### src/rtl/mem_stage_ctrl.sv
// M-stage data-memory controller: one req/ack transaction per load/store, pipeline stall, lane steering.
// Optional macro ALIGN_EXC_EN raises address-error exceptions for misaligned accesses instead of issuing them.
module mem_stage_ctrl #(
   parameter int ADDR_W  = 32,
   parameter int TIMEOUT = 16
) (
   input  logic              clk,
   input  logic              rst_n,
   input  logic [31:0]       instr,
   input  logic              valid_M,
   input  logic [ADDR_W-1:0] addr,
   input  logic [31:0]       wdata,
   output logic              bus_req,
   output logic              bus_we,
   output logic [3:0]        bus_be,
   output logic [ADDR_W-1:0] bus_addr,
   output logic [31:0]       bus_wdata,
   input  logic              bus_ack,
   input  logic [31:0]       bus_rdata,
   output logic              stall_M,
   output logic [31:0]       ld_data,
   output logic [1:0]        WD_M_sel,
   output logic              timeout_err,
   output logic              exc_M,
   output logic [4:0]        exc_code,
   output logic [1:0]        fsm_state
);

   typedef enum logic [1:0] {IDLE = 2'd0, WAIT = 2'd1, DONE = 2'd2} state_t;

   localparam int CNT_W = (TIMEOUT > 2) ? $clog2(TIMEOUT) : 1;
   localparam logic [CNT_W-1:0] CNT_LAST = CNT_W'(TIMEOUT - 1);

   state_t           state, state_next;
   logic [CNT_W-1:0] cnt;
   logic [5:0]       opcode, funct;
   logic             is_load, is_store, memop, tmo_hit;
   logic [3:0]       be_next;
   logic [31:0]      wdata_next, ld_ext;
   logic [2:0]       ld_op;
   logic [1:0]       lane;
   logic [7:0]       byte_sel;
   logic [15:0]      half_sel;
   logic             unused_bits;

   assign opcode      = instr[31:26];
   assign funct       = instr[5:0];
   assign unused_bits = ^instr[25:6];
   assign fsm_state   = state;

   always_comb begin
      is_load  = 1'b0;
      is_store = 1'b0;
      case (opcode)
         6'h20, 6'h21, 6'h23, 6'h24, 6'h25: is_load  = 1'b1;
         6'h28, 6'h29, 6'h2B:               is_store = 1'b1;
         default: ;
      endcase
   end

`ifdef ALIGN_EXC_EN
   logic misaligned;
   assign misaligned = (opcode[1:0] == 2'b11 && addr[1:0] != 2'b00) ||
                       (opcode[1:0] == 2'b01 && addr[0]);
   assign memop      = valid_M & (is_load | is_store) & ~misaligned;
   assign exc_M      = (state == IDLE) & valid_M & (is_load | is_store) & misaligned;
   assign exc_code   = exc_M ? (is_store ? 5'd5 : 5'd4) : 5'd0;
`else
   assign memop    = valid_M & (is_load | is_store);
   assign exc_M    = 1'b0;
   assign exc_code = 5'd0;
`endif

   always_comb begin
      WD_M_sel = 2'd0;
      if (is_load)
         WD_M_sel = 2'd1;
      else if (opcode == 6'h03 || (opcode == 6'h00 && funct == 6'h09))
         WD_M_sel = 2'd2;
   end

   // opcode[1:0] distinguishes word (11), half (01) and byte (00) for every load/store
   always_comb begin
      case (opcode[1:0])
         2'b11: begin
            be_next    = 4'b1111;
            wdata_next = wdata;
         end
         2'b01: begin
            be_next    = addr[1] ? 4'b1100 : 4'b0011;
            wdata_next = {2{wdata[15:0]}};
         end
         default: begin
            be_next    = 4'b0001 << addr[1:0];
            wdata_next = {4{wdata[7:0]}};
         end
      endcase
   end

   assign byte_sel = bus_rdata[{lane, 3'b000} +: 8];
   assign half_sel = lane[1] ? bus_rdata[31:16] : bus_rdata[15:0];

   always_comb begin
      case (ld_op)
         3'b000:  ld_ext = {{24{byte_sel[7]}}, byte_sel};
         3'b001:  ld_ext = {{16{half_sel[15]}}, half_sel};
         3'b100:  ld_ext = {24'd0, byte_sel};
         3'b101:  ld_ext = {16'd0, half_sel};
         default: ld_ext = bus_rdata;
      endcase
   end

   always_comb begin
      state_next = state;
      stall_M    = 1'b0;
      bus_req    = 1'b0;
      tmo_hit    = 1'b0;
      case (state)
         IDLE: begin
            stall_M = memop;
            if (memop) state_next = WAIT;
         end
         WAIT: begin
            bus_req = 1'b1;
            stall_M = 1'b1;
            if (bus_ack) begin
               state_next = DONE;
            end else if (cnt == CNT_LAST) begin
               state_next = DONE;
               tmo_hit    = 1'b1;
            end
         end
         DONE:    state_next = IDLE;
         default: state_next = IDLE;
      endcase
   end

   always_ff @(posedge clk or negedge rst_n) begin
      if (!rst_n) state <= IDLE;
      else        state <= state_next;
   end

   // Request attributes are frozen at issue so they stay stable while WAIT lasts
   always_ff @(posedge clk or negedge rst_n) begin
      if (!rst_n) begin
         bus_addr    <= '0;
         bus_be      <= 4'd0;
         bus_we      <= 1'b0;
         bus_wdata   <= 32'd0;
         ld_op       <= 3'd0;
         lane        <= 2'd0;
         cnt         <= '0;
         ld_data     <= 32'd0;
         timeout_err <= 1'b0;
      end else begin
         timeout_err <= tmo_hit;
         if (state == IDLE && memop) begin
            bus_addr  <= {addr[ADDR_W-1:2], 2'b00};
            bus_be    <= be_next;
            bus_we    <= is_store;
            bus_wdata <= wdata_next;
            ld_op     <= opcode[2:0];
            lane      <= addr[1:0];
            cnt       <= '0;
         end
         if (state == WAIT) begin
            if (bus_ack) begin
               if (!bus_we) ld_data <= ld_ext;
            end else if (cnt == CNT_LAST) begin
               ld_data <= 32'd0;
            end else begin
               cnt <= cnt + 1'b1;
            end
         end
      end
   end

endmodule

### config.mk
export PLATFORM = sky130hd
export DESIGN_NAME = mem_stage_ctrl
export DESIGN_NICKNAME = d
export VERILOG_FILES = /design/src/rtl/mem_stage_ctrl.sv
export SDC_FILE = /design/constraint.sdc
export NUM_CORES = 1
export LEC_CHECK = 0
export CORE_MARGIN = 8
export CORE_UTILIZATION = 42
export CTS_CLUSTER_DIAMETER = 120
export DETAILED_ROUTE_END_ITERATION = 6
export HOLD_SLACK_MARGIN = 0.02
export PLACE_DENSITY_LB_ADDON = 0.1
export SETUP_SLACK_MARGIN = 0.2
export SYNTH_ARGS = -nofsm -noshare
export SYNTH_HDL_FRONTEND = slang
export SYNTH_SLANG_ARGS = --single-unit
export TNS_END_PERCENT = 5
### constraint.sdc
create_clock -name clk -period 2.5 [get_ports clk]
set_clock_uncertainty 0.15 [all_clocks]
set_input_delay 0.375 -clock clk [delete_from_list [all_inputs] [get_ports clk]]
set_output_delay 0.375 -clock clk [all_outputs]
set_load 0.1 [all_outputs]
After elaboration in Yosys (flattened, before gate mapping)
Index checks and enable logic that the tools add are counted.
W data, S select, Z words.
- output and inout port bits: 114
- flip-flop bits (word level): 111
- input port bits: 132
- logic and storage cells: 71
- equal/unequal tests: 20
- reductions and logical operators: 11
- mux-type cells: 25
- shift operators: 2
- add/subtract/negate cells: 1
- bitwise gates (word level): 2
- operators by type and width (kind ; number):
    $pmux W32 S4 ; 1
    $mux W32 ; 3
    $pmux W32 S2 ; 1
    $eq A6 B6 Y1 const B ; 8
    $shiftx A32 B6 Y8 ; 1
    $mux W4 ; 5
    $mux W16 ; 1
    $mux W2 ; 5
    $pmux W4 S2 ; 1
    $eq A3 B3 Y1 const B ; 2
    $eq A6 B2 Y1 const B ; 1
    $eq A6 B4 Y1 const B ; 1
    $logic_not A6 Y1 ; 1
    $mux W1 ; 6
    $reduce_or A5 Y1 ; 1
    $add A4 B1 Y4 const B ; 1
    $eq A2 B1 Y1 const B ; 2
    $eq A4 B4 Y1 const B ; 1
    $ne A2 B2 Y1 const B ; 2
    $pmux W2 S2 ; 1
    $shl A1 B2 Y4 const A ; 1
    $eq A3 B1 Y1 const B ; 1
    $logic_not A3 Y1 ; 1
    $ne A3 B3 Y1 const B ; 1
    11 further kinds ; 12

Longest topological paths before layout
Gate-level depths: netlist of the first run.
- depth after elaboration: 10
- depth in mapped cells: 6
- gate-level depth less buffers: 5

Least setup slack after synthesis of the first run
Ideal clock, no wire load.
- path kind: register to output
- start: reg state[1] (netlist: fsm_state[1])
- end: out stall_M
- path buffers: 1
- path slack: -1.005 ns
- arrival: 2.980 ns
- stages on the path, launching flop included: 6
- data required time: 1.975 ns
- path through: dfrtp_1 nor2_1 nand2_1 a21o_1 buf_4 a21oi_1
- cells in the longest elaborated chain, start to end: 2
- elaborated cells on any way between the ends: 3
- classes of those cells: 1 x eq/ne; 1 x mux; 1 x reduce/logical
- RTL lines (item ; RTL line ; source):
    start, declared ; 34 ; state_t state, state_next;
    start signal, assigned ; 140 ; else state <= state_next;
    $eq A2 B1 Y1 / $logic_not A2 Y1 (equally long branches) ; 118 ; case (state)
    $pmux W1 S2 * ; 118 ;
    end, declared ; 20 ; output logic stall_M,
Every way passes the cells marked *; elsewhere a longest branch is shown, timed or not.

Worst setup path in the final report of the first run
- start: reg state[1] (netlist: fsm_state[1])
- end: reg ld_data[20]
- cells in the longest elaborated chain, start to end: 2
- RTL lines (item ; RTL line ; source):
    $eq A2 B1 Y1 ; 166 ; if (state == WAIT) begin
    $reduce_and A3 Y1 (no line) ; n/a ;
    end signal, assigned ; 168 ; if (!bus_we) ld_data <= ld_ext;
    end, declared ; 21 ; output logic [31:0] ld_data,
Every way passes these cells.
A chain may end at the register's enable or synchronous reset.

==> flow_summary.ini, run 1 <==
[pwr]
p_per_area_nw_per_um2 = 1391
p_clk_share_pct = 13.7
pwr-share-comb_pct = 61.2
max-vdd-ir-drop_v = 0.0007921
p_leak_nw = 3.592
total_power_mw = 11.02
seq_power_share_pct = 25.2
switching_share_pct = 56.49
cell_internal_pwr_mw = 4.797
switching_power_mw = 6.227

[sta]
tightest_slew_ns = 1.098
fin_setup_tns_ns = 0
setup_viol = 0
hold_violations = 0
maxSlewViolCount = 0
max_freq_ghz = 0.4460
min_period_ns = 2.242
rsz0062_at_grt = yes
slew-limit-headroom_pct = 26.56
layout_worst_path_cycle_share_pct = 89.68

[placed_design]
gp_congestion = 0.7874
portBuffers = 217
dpl.hpwl_um = 12240

[drt]
postRouteAntennaNets = 0
wl_per_cell_um = 19.18
vias_per_cell = 5.135
firstDrtPassIters = 4
via_count = 4267
drcViolationCount = 0
drt_wl_total_um = 15940
drtIter0Drc = 251

[logic_synthesis]
synth_xor_area_share_pct = 0
synth_top_family_by_area = multiplexers
ys_seq_elements = 111
ys_types = 48
syn-cell-area_um2 = 5339
synth_top_cell_by_area = dfrtp_1
synthSimpleGateAreaFrac_pct = 6.820
async_flop_share_pct = 100.0
yosys.area_share.adder_pct = 0.2344
ys_seq_area_share_pct = 52.03
synth.area.top_cells = dfrtp_1 (52%), mux2_2 (17%), mux2i_1 (3.2%), o21ai_0 (3.1%), a221o_1 (2.6%)
synth_compound_area_share_pct = 13.31
muxShareOfSynthArea_pct = 22.52
synth_edf_count = 0
synthesis.instances = 428
yosys_most_used_dff = dfrtp_1
synth_top_area_share_pct = 52.03
yosysWarnings = 0
avgSynthCellArea_um2 = 12.47

[floorplanning]
io_pins = 246
die_w_um = 128.7
die_area_um2 = 16580
initial_core_util_pct = 42.65
core_area_um2 = 12520
rows = 41
die_h_um = 128.7

[clocking]
cts.clk_slew.worst_paths_ns = 0.07
cts_root_buf = clkbuf_16
htree_num_levels = 3
clkSinkCount = 111
cts_tree = yes
numCtsBuffers = 9
max-clock-path-buffers = 2
insertion_delay_ns = 0.35

[setup_path]
crit_fanout = 16
crit_arrival_ns = 2.38
rr_endpoint = ld_data[20]
worst_setup_path_start_kind = flip-flop
crit_required_ns = 2.64
crit_path_end_kind = flip-flop
r2r_cells = 5
crit_start = fsm_state[1]
crit_path_end = ld_data[20]
reg2reg_slack_ns = 0.26
regToRegStartpoint = fsm_state[1]
critical_path_class = flip-flop to flip-flop

[global_route]
grt_pass1_wl_um = 24930
antenna_found_initial = 0
grt.total_usage_pct = 19.18
grt_overflow_total = 0
grt_pass1_vias = 4699
grt_max_degree = 44

[finish]
fillers = 1053
drive_gt1_share_pct = 38.69
fin_nets = 787
diodes = 0
final_cell_mix = buf_4 (123), dfrtp_1 (109), clkdlybuf4s50_1 (104), mux2_2 (82), o21ai_0 (33)
area_delta_synth_final_pct = 48.46
layout_commonest_cell = buf_4

[status]
outcome = complete, no violations

[job]
cap_violations = 0

[worst_hold_path]
hp-class = input pin to flip-flop
layer usage:
| metal | share of wire (%) | up-vias | global-route usage (%) |
|---|---|---|---|
| li1 | - | 2006 | - |
| met1 | 38 | 2090 | 21.09 |
| met2 | 51 | 157 | 32.70 |
| met3 | 10 | 14 | 9.102 |
| met4 | 0.97 | 0 | 4.838 |
| met5 | 0 | - | 0 |
worst min path at each step:
stage	start	endpoint	slack, ns	depth (start not counted)
5_1_grt	instr[27]	ld_op[1]	0.21	3
4_1_cts	rst_n	ld_data[4]	0.31	2
3_5_place_dp	rst_n	ld_data[4]	0.15	1
2_1_floorplan	rst_n	bus_addr[10]	-0.07	0
6_report	instr[27]	ld_op[1]	0.21	3
3_3_place_gp	rst_n	ld_data[3]	0.15	1
cell usage after synthesis (5+ instances only):
master	count
a221o_2	6
nand2b_1	9
o21ai_0	33
a32o_1	5
buf_4	11
inv_1	6
nor2_1	16
nand2_1	20
buf_2	7
o22ai_1	5
mux2_2	82
mux2_1	7
clkbuf_1	8
dfrtp_1	111
a221o_1	14
buf_6	8
nor2b_1	5
mux2i_1	17
a21oi_1	14
metrics by stage:
stage | cell area [um^2] | std cells | hold slack, ns | worst slack (ns) | utilization [%]
after floorplan | 5393 | 435 | -0.07059 | 0.1165 | -
after global placement | 7551 | 812 | 0.1495 | 0.02983 | 60.33
after detailed placement | 7551 | 812 | 0.1474 | 0.01720 | 60.33
after CTS | 7893 | 830 | 0.3077 | 0.1845 | 63.05
after global routing | 7926 | 831 | 0.2149 | 0.1641 | 63.32
final | 7926 | 831 | 0.2127 | 0.2581 | 63.32
flip-flops by register name, indices dropped and copies added, names as in the netlist:
register     flops
ld_op            3
bus_we           1
lane             2
ld_data         32
bus_addr        30
timeout_err      1
bus_be           4
bus_wdata       32
cnt              4
fsm_state        2
cell type report:
class                   instances  area [um^2]  area share [%]
well taps                     172        215.2           2.715
repair buffers                243         2217           27.97
multi-input cells             282         2376           29.98
flip-flops and latches        111         2780           35.08
clock buffers                  14        274.0           3.457
inverters                       7        26.28          0.3315
clock inverters                 2        37.54          0.4736
power groups by stage:
stage | registers [mW] | clock network [mW] | logic, mW
after global placement | 2.77 | 0 | 6.74
after floorplan | 6.94 | 0 | 1.04
final | 2.77 | 1.51 | 6.74
after CTS | 2.78 | 1.55 | 6.79
after detailed placement | 2.80 | 0 | 6.78
after global routing | 2.86 | 1.60 | 6.95
kinds of logic (layout without fill, tap and decap cells):
logic type,count (synthesis),in the layout
other cells,1,8
simple gates,69,69
compound gates,96,96
mux,108,108
fa+ha+maj,1,1
buf+inv,42,266
flops,111,111
worst max-delay path: stages (launching register included):
cell and delay, ns:
dfrtp_2 0.46, and2b_4 0.29, nand3b_1 0.13, buf_4 0.17, a2111oi_4 0.75, a221o_2 0.23
what timing repair did:
| action | 4_1_cts | 5_1_grt |
|---|---|---|
| pin swaps | 2 | 4 |
| setup buffers | 1 | 1 |
| hold buffers | 1 | 0 |
| endpoints found under the hold margin | 21 | 0 |
| gates resized for setup | 4 | 9 |
| setup endpoints to repair | 2 | 16 |
No activity file was read; power rests on OpenSTA's default activity.
==> inputs of run 2 (changes only) <==
CORE_MARGIN = 5   (was 8)
==> flow_summary.ini, run 2 (same netlist as run 1, synthesis figures left out) <==
[status]
outcome = complete, no violations

[placed_design]
dpl.hpwl_um = 11390
portBuffers = 217
placed_area_um2 = 7561
gp_congestion = 0.7550

[clocking]
cts_tree = yes
cts.clk_slew.worst_paths_ns = 0.07
numCtsBuffers = 9
clkSinkCount = 111
cts_root_buf = clkbuf_16
htree_num_levels = 3
insertion_delay_ns = 0.35
max-clock-path-buffers = 2

[drt]
drt_wl_total_um = 14940
drtIter0Drc = 165
via_count = 4239
firstDrtPassIters = 4
vias_per_cell = 5.101
wl_per_cell_um = 17.98
postRouteAntennaNets = 0
drcViolationCount = 0

[finish]
multi_input_comb_area_um2 = 2384
fillers = 1036
top_regs = bus_wdata: 32 flops, ld_data: 32 flops, bus_addr: 30 flops
layout_commonest_cell = buf_4
postLayoutCoreUtil_pct = 63.83
final_cell_mix = buf_4 (122), dfrtp_1 (109), clkdlybuf4s50_1 (106), mux2_2 (82), o21ai_0 (33)
area_delta_synth_final_pct = 49.66
fin_nets = 787
register_area_um2 = 2780
fin_area_um2 = 7990
drive_gt1_share_pct = 38.69
diodes = 0

[sta]
hold_violations = 0
maxSlewViolCount = 0
layout_worst_path_cycle_share_pct = 91.43
setup_viol = 0
tightest_slew_ns = 0.9618
slew-limit-headroom_pct = 35.88
max_freq_ghz = 0.4375
rsz0062_at_grt = yes
min_period_ns = 2.286

[floorplanning]
rows = 41
initial_core_util_pct = 42.65
die_w_um = 122.7
die_area_um2 = 15070
core_area_um2 = 12520
die_h_um = 122.7
io_pins = 246

[setup_path]
worst_setup_path_start_kind = input pin
critPathMaxStageDelay_ns = 0.41
crit_path_end_kind = primary output
crit_fanout = 3
crit_required_ns = 1.98
slowest_stage = clkdlybuf4s50_1
crit_arrival_ns = 1.76
path_delay_family = buffers and inverters
reg2reg_slack_ns = 0.33
crit_buf_inv = 2
path_cells = clkdlybuf4s50_1 > and4bb_2 > o21ai_4 > a21o_1 > a21oi_4 > buf_12
critical_path_class = input pin to primary output

[global_route]
grt_max_degree = 62
antenna_found_initial = 0
grt_pass1_wl_um = 23290
grt_pass1_vias = 4489
grt_overflow_total = 0
grt.total_usage_pct = 20.05

[pwr]
max-vdd-ir-drop_v = 0.0008280
p_leak_nw = 3.608
p_per_area_nw_per_um2 = 1394

[worst_hold_path]
hp-class = input pin to async pin

[job]
cap_violations = 0
-- run 2: path summary, 6_finish.rpt --
path	startpoint	end	depth (start not counted)
max	instr[30]	stall_M	6
min	rst_n	ld_data[5]	2
max reg2reg	fsm_state[1]	ld_data[19]	4
min reg2reg	ld_data[8]	ld_data[8]	2
max in group asynchronous	rst_n	bus_wdata[21]	3
min in group clk	instr[27]	ld_op[1]	3
-- run 2: worst register-to-register path, delay by kind of cell, from the launching register on --
family,cells,cell delay (ns)
AOI/OAI and AO/OA,2,1.03
and+or+nand+nor,2,0.46
DFF,1,0.46
-- run 2: cell type report --
type                    instances  area share [%]
clock buffers                  11           3.038
clock inverters                 5           1.315
inverters                       7          0.3288
multi-input cells             282           29.83
flip-flops and latches        111           34.79
well taps                     172           2.693
repair buffers                243           28.00
-- run 2: report_power, final --
group / internal [mW] / switching, mW / leakage [nW]
logic: 1.53 / 5.17 / 2.08
clock network: 1.01 / 0.643 / 0.162
registers: 2.40 / 0.381 / 1.37
total: 4.94 / 6.20 / 3.61
-- run 2: metrics by stage --
step,std cells,hold WS [ns],total power [mW],setup slack [ns],TNS [ns]
3_3_place_gp,810,0.05787,9.477,-0.03131,-0.2477
6_report,831,0.2347,11.14,0.2142,0
2_1_floorplan,435,-0.07059,7.977,0.1165,0
4_1_cts,829,0.2313,11.23,0.1723,0
5_1_grt,831,0.2459,11.56,0.1906,0
3_5_place_dp,810,0.05726,9.556,-0.06497,-0.5771
-- run 2: repair_timing --
| action | in CTS | in global routing |
|---|---|---|
| pin swaps | 3 | 5 |
| gates cloned | 0 | 0 |
| hold buffers | 1 | 0 |
| buffers inserted | 2 | 2 |
| endpoints found under the hold margin | 111 | 0 |
| setup endpoints to repair | 16 | 3 |
| gates resized for setup | 3 | 7 |
-- run 2: per-layer routing --
metal  global-route usage [%]  share of wire [%]  vias up
met5                        0                  0        -
met4                    6.998                1.9        0
met3                    6.728                9.4       15
met2                    33.89                 50      152
met1                    23.86                 39     2064
li1                         -                  -     2008
==> inputs of run 3 (changes only) <==
CORE_MARGIN = 10   (was 5)
CORE_UTILIZATION = 45   (was 42)
PLACE_DENSITY = 0.86   (was default)
PLACE_DENSITY_LB_ADDON = default   (was 0.1)
clock period = 2.82 ns   (was 2.5 ns; I/O delays follow)
==> flow_summary.ini, run 3 (same netlist as run 1, synthesis figures left out) <==
[status]
outcome = complete, no violations

[clocking]
numCtsBuffers = 9
htree_num_levels = 3
ctsResizeCount = 0
cts.clk_slew.worst_paths_ns = 0.07
cts_root_buf = clkbuf_16
insertion_delay_ns = 0.36
max-clock-path-buffers = 2
cts_hold_buffers = 0
cts_setup_buffers = 0
clkSinkCount = 111
cts_tree = yes

[setup_path]
r2r_cells = 4
reg2reg_slack_ns = 0.47
crit_fanout = 4
crit_required_ns = 2.25
worst_setup_path_start_kind = input pin
critical_path_class = input pin to primary output
crit_arrival_ns = 1.97
crit_path_end_kind = primary output
regToRegStartpoint = lane[1]
rr_endpoint = ld_data[20]

[floorplanning]
die_area_um2 = 16620
io_pins = 246
initial_core_util_pct = 46.36
core_area_um2 = 11520
die_h_um = 128.9
die_w_um = 128.9
rows = 39

[sta]
hold_violations = 0
setup_viol = 0
max_freq_ghz = 0.3934
tightest_slew_ns = 1.084
fin_hold_ws_ns = 0.01722
layout_worst_path_cycle_share_pct = 90.14
maxSlewViolCount = 0
slew-limit-headroom_pct = 27.49
min_period_ns = 2.542
rsz0062_at_grt = no

[drt]
via_count = 4294
drtIter0Drc = 337
drt_wl_total_um = 16550
firstDrtPassIters = 4
drcViolationCount = 0
vias_per_cell = 5.463
postRouteAntennaNets = 0
wl_per_cell_um = 21.05

[worst_hold_path]
hp-class = input pin to async pin

[finish]
fin_nets = 771
top_regs = bus_wdata: 32 flops, ld_data: 32 flops, bus_addr: 30 flops
fin_cells = 786
fillers = 874
final_cell_mix = dfrtp_1 (111), clkdlybuf4s50_1 (110), buf_4 (110), mux2_2 (82), o21ai_0 (33)
drive_gt1_share_pct = 36.39
area_delta_synth_final_pct = 44.50
layout_commonest_cell = dfrtp_1
diodes = 0

[global_route]
grt.total_usage_pct = 19.74
grt_pass1_wl_um = 25720
antenna_found_initial = 0
grt_pass1_vias = 4723
grt_max_degree = 64
grt_overflow_total = 0

[placed_design]
dp.cells = 770
dpl.hpwl_um = 12880
portBuffers = 217
gp_congestion = 0.7979

[job]
cap_violations = 0

[pwr]
p_per_area_nw_per_um2 = 1276
p_leak_nw = 3.477
max-vdd-ir-drop_v = 0.0008624
==> run 3: layout make-up <==
class / count / area (um^2) / share of cell area (%)
clock inverters: 6 / 91.34 / 1.184
well taps: 143 / 178.9 / 2.319
multi-input cells: 282 / 2335 / 30.26
clock buffers: 10 / 239.0 / 3.098
repair buffers: 227 / 2067 / 26.79
flip-flops and latches: 111 / 2778 / 36.00
inverters: 7 / 26.28 / 0.3406
==> run 3: power by group <==
part	total (mW)	leakage (nW)	switching, mW	internal [mW]
clock	1.41	0.163	0.601	0.810
combinational	5.94	1.94	4.60	1.33
sequential	2.50	1.37	0.368	2.13
total	9.84	3.48	5.57	4.27
==> run 3: worst max-delay path by stage <==
stage               slack (ns)         start     endpoint
floorplan                -0.19  fsm_state[0]  ld_data[22]
global placement          0.21       bus_ack  ld_data[17]
detailed placement         0.1       bus_ack  ld_data[20]
CTS                       0.27     instr[28]      stall_M
global route              0.20     instr[27]  WD_M_sel[1]
finish                    0.28     instr[28]      stall_M
==> run 3: metrics by stage <==
| step | power, mW | utilization (%) | cell area (um^2) | TNS [ns] | worst slack [ns] |
|---|---|---|---|---|---|
| 3_3_place_gp | 8.401 | 64.12 | 7385 | 0 | 0.2136 |
| 2_1_floorplan | 7.069 | - | 5373 | -2.178 | -0.1851 |
| 3_5_place_dp | 8.492 | 64.12 | 7385 | 0 | 0.09951 |
| 4_1_cts | 9.914 | 66.99 | 7715 | 0 | 0.2743 |
| 5_1_grt | 10.19 | 66.99 | 7715 | 0 | 0.2017 |
| 6_report | 9.843 | 66.99 | 7715 | 0 | 0.2781 |
==> run 3: critical path: stages <==
cell             delay (ns)
clkdlybuf4s50_1        0.48
and4bb_2               0.31
o21ai_1                0.14
a21o_1                 0.24
a21oi_2                0.19
buf_12                 0.19
==> run 3: metal layers <==
metal  share of wire [%]  routed length [um]  global-route usage [%]  up-vias
met3                  12                2001                   10.18       19
li1                    -                   -                       -     1975
met1                  37                6045                   20.94     2113
met4                 1.9                 307                   6.622        0
met2                  50                8195                   33.34      187
met5                   0                   0                       0        -
